==> src/rtl/sound_pkg.sv <==
`default_nettype none
// ============================================================================
// Module   : sound_pkg
// Purpose  : Shared constants and sample formatting for the sound output path.
// Revision : 1.0 - initial release
// ============================================================================
package sound_pkg;

    localparam int I2S_SLOT_BITS     = 16;
    localparam int I2S_BCLK_HALF_DIV = 4;

    // Offset-binary input becomes two's complement by flipping its MSB;
    // the result is then left-justified so the DAC sees full-scale range.
    function automatic logic [31:0] aud_to_slot(
        input logic [31:0] aud,
        input int          aud_bits,
        input int          slot_bits,
        input logic        signed_in
    );
        logic [31:0] v;
        v = aud;
        if (!signed_in) begin
            v = v ^ (32'd1 << (aud_bits - 1));
        end
        return v << (slot_bits - aud_bits);
    endfunction

endpackage
`default_nettype wire

==> src/rtl/audio_i2s_timing.sv <==
`default_nettype none
// ============================================================================
// Module   : audio_i2s_timing
// Purpose  : I2S frame counters; generates BCLK, LRCLK and data strobes.
// Revision : 1.0 - initial release
// ============================================================================
module audio_i2s_timing #(
    parameter int SLOT_BITS     = 16,
    parameter int BCLK_HALF_DIV = 4
) (
    input  logic clk,
    input  logic reset,
    input  logic enable_i,
    output logic bclk_o,
    output logic lrclk_o,
    output logic aud_valid_o,
    output logic load_stb_o,
    output logic shift_stb_o
);

    localparam int HALF_CNT = 4 * SLOT_BITS;
    localparam int DIV_W    = $clog2(BCLK_HALF_DIV);
    localparam int HALF_W   = $clog2(HALF_CNT);

    localparam logic [DIV_W-1:0]  DIV_LAST   = DIV_W'(BCLK_HALF_DIV - 1);
    localparam logic [HALF_W-1:0] HALF_LAST  = HALF_W'(HALF_CNT - 1);
    localparam logic [HALF_W-1:0] HALF_LOAD  = HALF_W'(1);
    localparam logic [HALF_W-1:0] HALF_RIGHT = HALF_W'(2 * SLOT_BITS);

    logic              run;
    logic              div_wrap;
    logic [DIV_W-1:0]  div_q,  div_d;
    logic [HALF_W-1:0] half_q, half_d;
    logic              bclk_q;
    logic              lrclk_q;

    assign run      = enable_i & ~reset;
    assign div_wrap = (div_q == DIV_LAST);

    always_comb begin
        div_d  = div_q;
        half_d = half_q;
        if (!run) begin
            div_d  = '0;
            half_d = '0;
        end else if (div_wrap) begin
            div_d  = '0;
            half_d = (half_q == HALF_LAST) ? '0 : half_q + 1'b1;
        end else begin
            div_d  = div_q + 1'b1;
        end
    end

    // Outputs are registered from the next-state counters so every edge of
    // BCLK, LRCLK and the data path lands on the same clk edge.
    always_ff @(posedge clk) begin
        if (reset) begin
            div_q   <= '0;
            half_q  <= '0;
            bclk_q  <= 1'b0;
            lrclk_q <= 1'b0;
        end else begin
            div_q   <= div_d;
            half_q  <= half_d;
            bclk_q  <= half_d[0];
            lrclk_q <= (half_d >= HALF_RIGHT);
        end
    end

    // Strobes fire in the cycle whose closing edge is a BCLK falling edge.
    assign load_stb_o  = run & div_wrap & (half_q == HALF_LOAD);
    assign shift_stb_o = run & div_wrap & half_q[0] & (half_q != HALF_LOAD);
    assign aud_valid_o = run & (half_q == '0) & (div_q == '0);
    assign bclk_o      = bclk_q;
    assign lrclk_o     = lrclk_q;

endmodule
`default_nettype wire

==> src/rtl/audio_i2s_tx.sv <==
`default_nettype none
// ============================================================================
// Module   : audio_i2s_tx
// Purpose  : Mono sample to Philips I2S serializer with sample-rate strobe.
// Revision : 1.0 - initial release
// ============================================================================
module audio_i2s_tx
    import sound_pkg::*;
#(
    parameter int AUD_BITS      = 12,
    parameter int SLOT_BITS     = I2S_SLOT_BITS,
    parameter int BCLK_HALF_DIV = I2S_BCLK_HALF_DIV,
    parameter int SIGNED_IN     = 1
) (
    input  logic                clk,
    input  logic                reset,
    input  logic                enable,
    input  logic                mute,
    input  logic [AUD_BITS-1:0] audio,
    output logic                aud_valid,
    output logic                i2s_bclk,
    output logic                i2s_lrclk,
    output logic                i2s_sdata
);

    localparam int SHIFT_W = 2 * SLOT_BITS;

    logic                 load_stb;
    logic                 shift_stb;
    logic [SLOT_BITS-1:0] slot;
    logic [SHIFT_W-1:0]   shift_q, shift_d;
    logic                 sdata_q;

    audio_i2s_timing #(
        .SLOT_BITS     (SLOT_BITS),
        .BCLK_HALF_DIV (BCLK_HALF_DIV)
    ) u_timing (
        .clk         (clk),
        .reset       (reset),
        .enable_i    (enable),
        .bclk_o      (i2s_bclk),
        .lrclk_o     (i2s_lrclk),
        .aud_valid_o (aud_valid),
        .load_stb_o  (load_stb),
        .shift_stb_o (shift_stb)
    );

    assign slot = mute ? '0
                : SLOT_BITS'(aud_to_slot(32'(audio), AUD_BITS, SLOT_BITS, SIGNED_IN != 0));

    always_comb begin
        shift_d = shift_q;
        if (load_stb) begin
            shift_d = {slot, slot};
        end else if (shift_stb) begin
            shift_d = {shift_q[SHIFT_W-2:0], 1'b0};
        end
    end

    always_ff @(posedge clk) begin
        if (reset || !enable) begin
            shift_q <= '0;
            sdata_q <= 1'b0;
        end else begin
            shift_q <= shift_d;
            sdata_q <= shift_d[SHIFT_W-1];
        end
    end

    assign i2s_sdata = sdata_q;

endmodule
`default_nettype wire
==> config.mk <==
export PLATFORM = sky130hd
export DESIGN_NAME = audio_i2s_tx
export DESIGN_NICKNAME = d
export VERILOG_FILES = /design/src/rtl/sound_pkg.sv /design/src/rtl/audio_i2s_timing.sv /design/src/rtl/audio_i2s_tx.sv
export SDC_FILE = /design/constraint.sdc
export NUM_CORES = 1
export LEC_CHECK = 0
export CELL_PAD_IN_SITES_DETAIL_PLACEMENT = 1
export CELL_PAD_IN_SITES_GLOBAL_PLACEMENT = 1
export CORE_MARGIN = 2
export CORE_UTILIZATION = 44
export DETAILED_ROUTE_END_ITERATION = 12
export GPL_ROUTABILITY_DRIVEN = 1
export PLACE_DENSITY = 0.92
export SLEW_MARGIN = 40
export SYNTH_ARGS = -nofsm -noshare
export SYNTH_HDL_FRONTEND = slang
export SYNTH_SLANG_ARGS = --single-unit
==> constraint.sdc <==
create_clock -name clk -period 2.58 [get_ports clk]
set_input_delay 0.258 -clock clk [delete_from_list [all_inputs] [get_ports clk]]
set_output_delay 0.258 -clock clk [all_outputs]
set_load 0.005 [all_outputs]
Word level (Yosys, flattened, before mapping)

Cells that the tools add are included.

Reductions and logical operators: 6
Magnitude comparators: 1
Equality and inequality tests: 4
Add/subtract/negate cells: 2
Bitwise operators: 9
Multiplexer cells: 6

Operator list:

| cell                                                             | number |
|---|---|
| 32-bit 2-to-1 mux                                                | 2 |
| 6-bit 2-to-1 mux                                                 | 3 |
| 16-bit 2-to-1 mux                                                | 1 |
| 1-bit AND                                                        | 7 |
| 6-bit by 1-bit adder with 6-bit output (second input constant)   | 1 |
| 6-bit by 1-bit == test with 1-bit output (second input constant) | 1 |
| 6-bit == test (second input constant)                            | 1 |
| 6-bit >= comparator (second input constant)                      | 1 |
| 6-bit logical NOT                                                | 1 |
| 6-bit by 1-bit != test with 1-bit output (second input constant) | 1 |
| 3-bit OR reduction                                               | 1 |
| 2-bit by 1-bit adder with 2-bit output (second input constant)   | 1 |
| 2-bit == test (second input constant)                            | 1 |
| 2-bit logical NOT                                                | 1 |
| 1-bit inverter                                                   | 2 |
| 2-bit nonzero test                                               | 1 |
| 1-bit logical NOT                                                | 1 |
| 1-bit logical OR                                                 | 1 |

Register bits after elaboration: 42
Input port bits: 16
Logic and storage cells: 34

Depth between registers and ports, before layout

Gate-level depths: netlist (run 1).

Depth in word-level cells: 7
Gate-level depth with buffers: 7
Depth with buffers taken out: 5

Modules after synthesis

From an unflattened synthesis (run 1), not the netlist that was laid out.

Cells, all modules: 175
Area, all modules: 1810.5 µm²

By module, submodules not included:

| module           | times used | area each (µm²) | cells each |
|---|---|---|---|
| audio_i2s_tx     | 1          | 1337.5          | 120 |
| audio_i2s_timing | 1          | 473.0           | 55 |

Worst setup path after synthesis (run 1)

No wires, ideal clock.

Path kind: reg2out
Start: register u_timing.half_q[4]
End: output port aud_valid
Stages on the path, launching flop included: 5
Path buffers: 2
Arrival time: 1.386 ns
Path slack: 0.936 ns
Data required time: 2.322 ns
Path through: dfxtp_1 or4_1 buf_2 clkbuf_1 nor3_1

Word-level cells in the longest chain between the ends: 3

Ends and longest elaborated chain:

| what                     | line                   | RTL |
|---|---|---|
| start: declaration       | audio_i2s_timing.sv:33 | `logic [HALF_W-1:0] half_q, half_d;` |
| start signal: assignment | audio_i2s_timing.sv:64 | `half_q <= half_d;` |
| 6-bit logical NOT        | audio_i2s_timing.sv:73 | `assign aud_valid_o = run & (half_q == '0) & (div_q == '0);` |
| 1-bit AND (2 in series)  | audio_i2s_timing.sv:73 |  |
| end: declaration         | audio_i2s_tx.sv:20     | `output logic aud_valid,` |

Every way passes these cells.

Worst setup path in the final report (run 1)

Ends and elaborated chain as after synthesis.

==> reports/summary.txt, run 1 <==
Chip Height - 65.7 um
worst vdd ir - 300 uV
clock buffer depth - 2
RD Place Congestion - 0.819
FF-to-FF End - shift_q[20]
Lkg Pwr - 0.632 nW
H-tree depth - 2
post-DP HPWL - 2.89 mm
Slew Limit Fails - 0
Root Driver - clkbuf_8
area leader, netlist - dfxtp_1
r2r setup slk - 0.51 ns
status - finished clean
top post-synthesis cells by area - dfxtp_1 44%, nand2_1 13%, a31oi_1 9.0%, o31ai_1 4.9%, nor2b_1 4.5%
Clock Sinks - 37
gr usage total - 22.6%
Cell variety after synth - 32
Core Rows - 22
Ys Warns - 0
final critical-path required period - 2.27 ns
DRC - 0
nets - 244
initial antenna violation count - 0
ys flop type - dfxtp_1
Skew-Pair Late Insertion Delay - 0.29 ns
actual slew at the worst max-slew pin - 0.775 ns
Chip Width - 65.7 um
CTS tree - done
global-route wire length before repair - 7.52 mm
Max Clk Rate - 0.441 GHz
Port Buffers - 19
Worst Hold Class - flip-flop to flip-flop
Post-synth EDFFs - 0
TritonRoute pass-1 iters - 4
ant diodes - 0
Seq. cell area - 741 um^2
FFs w/ async S/R, synth - 0%
core outline area - 0.00366 mm^2
Hold Path Sink - shift_q[17]
multi-input logic area - 838 um^2
Fin. Hold Viols - 0
via count - 1514
Worst Path Arrival - 2.01 ns
RSZ-0062 raised after global routing - no
vias per cell - 5.59
critical-path maximum fanout - 4
layout filler cell count - 455
final worst-path cycle share - 87.8%
DR iter-0 viols - 128
post-CTS resize count - 0
Setup TNS - 0 ns
Setup CP Type - flip-flop to output pin
synthesized cell area - 0.00167 mm^2
R2R depth - 4
Routed WL - 4.18 mm
Worst R2R Start - u_timing.half_q[4]
largest net degree at the start of global routing - 29
gr ovfl total - 0
Commonest cells post-synth - 59 x nand2_1, 37 x dfxtp_1, 24 x a31oi_1
crit end category - output pin
layout cells sized above 1 - 6.28%
Synth Register Bits - 37
Area Growth Syn to Fin - 18.5%
Post-CTS Setup Bufs - 0
HP Start - shift_q[16]
top-area cell type share of the netlist area - 44.2%
critical path required time - 2.32 ns
drt wl/cell - 15.4 um
hold buffer count at cts - 0
Max Cap Viol - 0
vias in the first global route - 1602
Relative slew margins - 48.3%
clock-pin slew on the worst setup and hold paths - 0.07 ns
most numerous cell in the Yosys netlist - nand2_1
clk_skew - 0.00369 ns
startpoint types - flip-flop
register area share after synthesis - 44.2%
number of CTS-inserted buffers - 5
Detail Route Antenna Nets - 0
die area - 0.00431 mm^2
Initial Utilization - 45.7%
num ports - 20
Final Core Density - 54.2%
pwr/cell area - 525 mW/mm^2
Avg Inst Size Synth - 8.17 um^2
Syn Inst Count - 205
Net Count, Synth - 226
Final Setup Violations - 0
WHS Path Cells - 2
## layer usage
metal,global-route usage (%),vias up,share of wire (%)
li1,-,748,-
met1,29.0,736,47
met2,37.6,23,48
met3,5.14,7,3.1
met4,7.03,0,1.4
met5,0,-,0
## final cells by class
type | instances | share of cell area, %
clock buffers | 7 | 4.35
repair buffers | 26 | 12.2
inverters | 4 | 0.757
flip-flops and latches | 37 | 37.4
well taps | 48 | 3.03
multi-input cells | 149 | 42.3
## critical path, stage by stage (launching register included)
cell and delay (ns):
dfxtp_1 0.34, or4_1 0.57, nor3_1 0.27, clkdlybuf4s50_1 0.55
## stage by stage
| stage | total power (W) | hold slack, ns | cell area, um^2 | setup slack, ns | cells |
|---|---|---|---|---|---|
| after global routing | 0.00109 | 0.484 | 1980 | 0.204 | 271 |
| after detailed placement | 0.000650 | 0.451 | 1900 | 0.512 | 264 |
| after floorplan | 0.000613 | 0.419 | 1670 | 0.936 | 205 |
| final | 0.00104 | 0.455 | 1980 | 0.314 | 271 |
| after CTS | 0.00105 | 0.458 | 1980 | 0.286 | 271 |
| after global placement | 0.000648 | 0.442 | 1900 | 0.587 | 264 |
## state kept, by name, summed over array words and instances, names as in the netlist
register,count
u_timing.half_q,6
shift_q,28
u_timing.div_q,2
u_timing.lrclk_o,1
## placed cells by master, fill, tap and decap left out, drive strengths merged
cell           netlist  routed
a31oi               24      24
ha                   5       5
a311oi               1       1
clkbuf              10       7
and4                 1       1
nor3b                2       2
nand3                2       2
xor2                 2       2
or3b                 1       1
o21a                 1       1
a2111oi              2       2
o31ai               11      11
inv                  4       4
o21ai                1       1
and2                 1       1
or4                  1       1
nor2b               12      12
a21oi                5       5
o211a                1       1
nor2                 4       4
nand2               59      59
or2                  1       1
dfxtp               37      37
nor3                 3       3
clkdlybuf4s50        0      19
buf                  5       7
and3                 1       1
o211ai               2       2
nand4                1       1
mux2i                1       1
nand2b               4       4
## logic make-up after synthesis
| kind of cell | Yosys count | share of synthesized area, % |
|---|---|---|
| xor+xnor | 2 | 1.05 |
| fa+ha+maj | 5 | 3.74 |
| mux | 1 | 0.598 |
| buf+inv | 19 | 5.68 |
| flops | 37 | 44.2 |
| simple gates | 93 | 25.5 |
| compound gates | 48 | 19.2 |
## worst max-delay path by stage
stage | startpoint | cells past startpoint | endpoint | slack (ns)
3_3_place_gp | u_timing.half_q[4] | 4 | shift_q[20] | 0.59
6_report | u_timing.half_q[4] | 3 | aud_valid | 0.31
5_1_grt | u_timing.half_q[4] | 3 | aud_valid | 0.20
2_1_floorplan | u_timing.half_q[4] | 4 | aud_valid | 0.94
4_1_cts | u_timing.half_q[4] | 3 | aud_valid | 0.29
3_5_place_dp | u_timing.half_q[4] | 4 | shift_q[20] | 0.51
## where the power goes
part / leakage [nW] / switching (W) / total (W) / internal (W)
clock network: 0.0443 / 0.000192 / 0.000404 / 0.000212
registers: 0.298 / 0.00000164 / 0.000574 / 0.000572
logic: 0.290 / 0.0000271 / 0.0000633 / 0.0000362
total: 0.632 / 0.000221 / 0.00104 / 0.000820
No activity file was read; power rests on OpenSTA's default activity.
==> run 2, diff against run 1 <==
- CORE_UTILIZATION: 44 -> 45
- PLACE_DENSITY: 0.92 -> 0.9
- SYNTH_HIERARCHICAL: default -> 1
==> run 2 against run 1 <==
Area after synthesis rose by 8.1%. Clock skew increased by 0.0029 ns. Sequential power hardly changed. Global-route usage down 2.5 points. Largest cell class unchanged. Largest power group unchanged. Highest routed layer unchanged.
==> reports/summary.txt, run 2 <==
status - finished clean
gr usage total - 20.2%
hold slack - 0.470 ns
Core Rows - 23
H-tree depth - 2
post-DP HPWL - 2.84 mm
vias in the first global route - 1379
Top delay family on crit path - simple AND/OR/NAND/NOR gates
Post-synth EDFFs - 0
slowest stage delay, CP - 0.50 ns
area leader, netlist - dfxtp_1
RD Place Congestion - 0.753
Detail Route Antenna Nets - 0
Area Growth Syn to Fin - 18.1%
startpoint types - flip-flop
Avg Inst Size Synth - 10.3 um^2
worst vdd ir - 270 uV
Skew-Pair Late Insertion Delay - 0.29 ns
Commonest cells post-synth - 37 x dfxtp_1, 23 x o21a_1, 15 x a21oi_1, 15 x nand2b_1, 14 x mux2_4
register area share after synthesis - 40.9%
Worst Hold Class - flip-flop to flip-flop
Lkg Pwr - 0.779 nW
ys flop type - dfxtp_1
CP max-delay cell - clkdlybuf4s50_1
max reg flops - 27
Clock Sinks - 37
final critical-path required period - 2.09 ns
r2r setup slk - 0.62 ns
DR iter-0 viols - 46
layout filler cell count - 438
Largest Register - shift_q
Worst Path Arrival - 1.83 ns
Root Driver - clkbuf_8
Post-CTS Setup Bufs - 0
critical path required time - 2.32 ns
actual slew at the worst max-slew pin - 0.701 ns
final worst-path cycle share - 81.0%
Hold Path Sink - u_timing/div_q[0]
Slew Limit Fails - 0
num ports - 20
clock-pin slew on the worst setup and hold paths - 0.08 ns
TritonRoute pass-1 iters - 3
initial antenna violation count - 0
Port Buffers - 19
vias per cell - 5.36
Ys Warns - 6
Syn Inst Count - 175
FFs w/ async S/R, synth - 0%
post-CTS resize count - 0
Initial Utilization - 45.9%
post-route insts no fill - 243
Chip Height - 67.4 um
DRC - 0
CTS tree - done
Worst R2R Start - u_timing/half_q[1]
largest net degree at the start of global routing - 41
Setup TNS - 0 ns
FF-to-FF End - shift_q[27]
number of CTS-inserted buffers - 5
Largest regs - shift_q: 27 flops, u_timing/half_q: 6 flops, u_timing/div_q: 2 flops
global-route wire length before repair - 6.62 mm
Routed WL - 4.04 mm
WHS Path Cells - 1
most common cell after layout, fill and taps aside - dfxtp_1
die area - 0.00455 mm^2
hold buffer count at cts - 0
most numerous cell in the Yosys netlist - dfxtp_1
ant diodes - 0
nets - 213
synthesized cell area - 0.00181 mm^2
R2R depth - 7
Cell variety after synth - 29
core outline area - 0.00394 mm^2
DP Area - 0.00202 mm^2
clk_skew - 0.00659 ns
most frequent cells in the layout - 37 x dfxtp_1, 23 x o21a_1, 19 x clkdlybuf4s50_1
Non-Filler Cell Area, Final - 0.00214 mm^2
Max Cap Viol - 0
Relative slew margins - 53.2%
layout cells sized above 1 - 19.2%
Chip Width - 67.4 um
Max Clk Rate - 0.479 GHz
DP Cell Count - 235
CP Cell Sequence - nor4_1, and4_1, clkdlybuf4s50_1
drt wl/cell - 16.6 um
top post-synthesis cells by area - dfxtp_1 41%, mux2_4 12%, o21a_1 9.5%, nand2b_1 5.2%, mux2_2 5.0%
Final Core Density - 54.2%
pwr/cell area - 541 mW/mm^2
via count - 1302
Net Count, Synth - 196
Fin. Hold Viols - 0
Setup CP Type - flip-flop to output pin
HP Start - u_timing/div_q[0]
crit end category - output pin
critical-path maximum fanout - 6
RSZ-0062 raised after global routing - no
Final Setup Violations - 0
gr ovfl total - 0
Worst Path Buf+Inv - 1
clock buffer depth - 2
Synth Register Bits - 37
top-area cell type share of the netlist area - 40.9%
-- run 2: cell count changes in the layout (fill, tap and decap cells not counted), moves of 5 or more --
cell,change
a31oi_1,-22
o31ai_1,-11
buf_4,-5
mux2_2,+8
nand2b_1,+11
nor2b_1,-11
nand2_1,-52
o21a_1,+22
mux2_4,+14
a21oi_1,+10
-- run 2: area by class of cell --
| cell class | count | area (um^2) | area share [%] |
|---|---|---|---|
| clock inverters | 2 | 37.5 | 1.76 |
| well taps | 50 | 62.6 | 2.93 |
| multi-input cells | 122 | 975 | 45.6 |
| flip-flops and latches | 37 | 741 | 34.6 |
| clock buffers | 6 | 82.6 | 3.86 |
| repair buffers | 22 | 225 | 10.5 |
| inverters | 4 | 15.0 | 0.702 |
-- run 2: kinds of logic (layout without fill, tap and decap cells) --
| family | count (synthesis) | after routing | synth area share [%] |
|---|---|---|---|
| buf+inv | 16 | 34 | 5.67 |
| xor+xnor | 2 | 2 | 0.968 |
| fa+ha+maj | 5 | 5 | 3.46 |
| flops | 37 | 37 | 40.9 |
| mux | 27 | 27 | 19.4 |
| compound gates | 43 | 43 | 15.6 |
| simple gates | 45 | 45 | 14.0 |
-- run 2: per-layer routing --
metal  wire [um]  part of all wire [%]  GRT usage [%]  vias to the layer above
met1        1760                    43           23.1                      627
met5           0                     0              0                        -
met4          82                   2.0           9.69                        0
li1            -                     -              -                      649
met2        2060                    51           34.7                       17
met3         135                   3.3           5.50                        9
-- run 2: through the flow --
step | power (W) | worst slack, ns
global route | 0.00121 | 0.376
CTS | 0.00117 | 0.453
detailed placement | 0.000644 | 0.341
global placement | 0.000640 | 0.464
floorplan | 0.000612 | 0.616
finish | 0.00116 | 0.491
-- run 2: report_power, final --
group | switching, W | internal [W] | leakage [nW] | total (W)
Clock | 0.000212 | 0.000314 | 0.0574 | 0.000526
Combinational | 0.0000245 | 0.0000331 | 0.423 | 0.0000575
Sequential | 0.00000117 | 0.000572 | 0.298 | 0.000573
-- run 2: worst register-to-register path, cell delays in order, from the launching register on --
cell and delay, ns:
dfxtp_1 0.41, inv_1 0.09, ha_1 0.19, nand2_1 0.10, nor3b_2 0.26, buf_12 0.25
mux2_2 0.37, o21a_1 0.18
-- run 2: how the worst max path moves through the flow --
stage                             startpoint          end  slack, ns  cells past startpoint
final                     u_timing/half_q[2]    aud_valid       0.49                      3
after global routing      u_timing/half_q[2]    aud_valid       0.38                      3
after CTS                 u_timing/half_q[2]    aud_valid       0.45                      3
after detailed placement              enable  shift_q[27]       0.34                      7
after global placement                enable    i2s_sdata       0.46                      7
after floorplan            u_timing/div_q[0]  shift_q[14]       0.62                      8
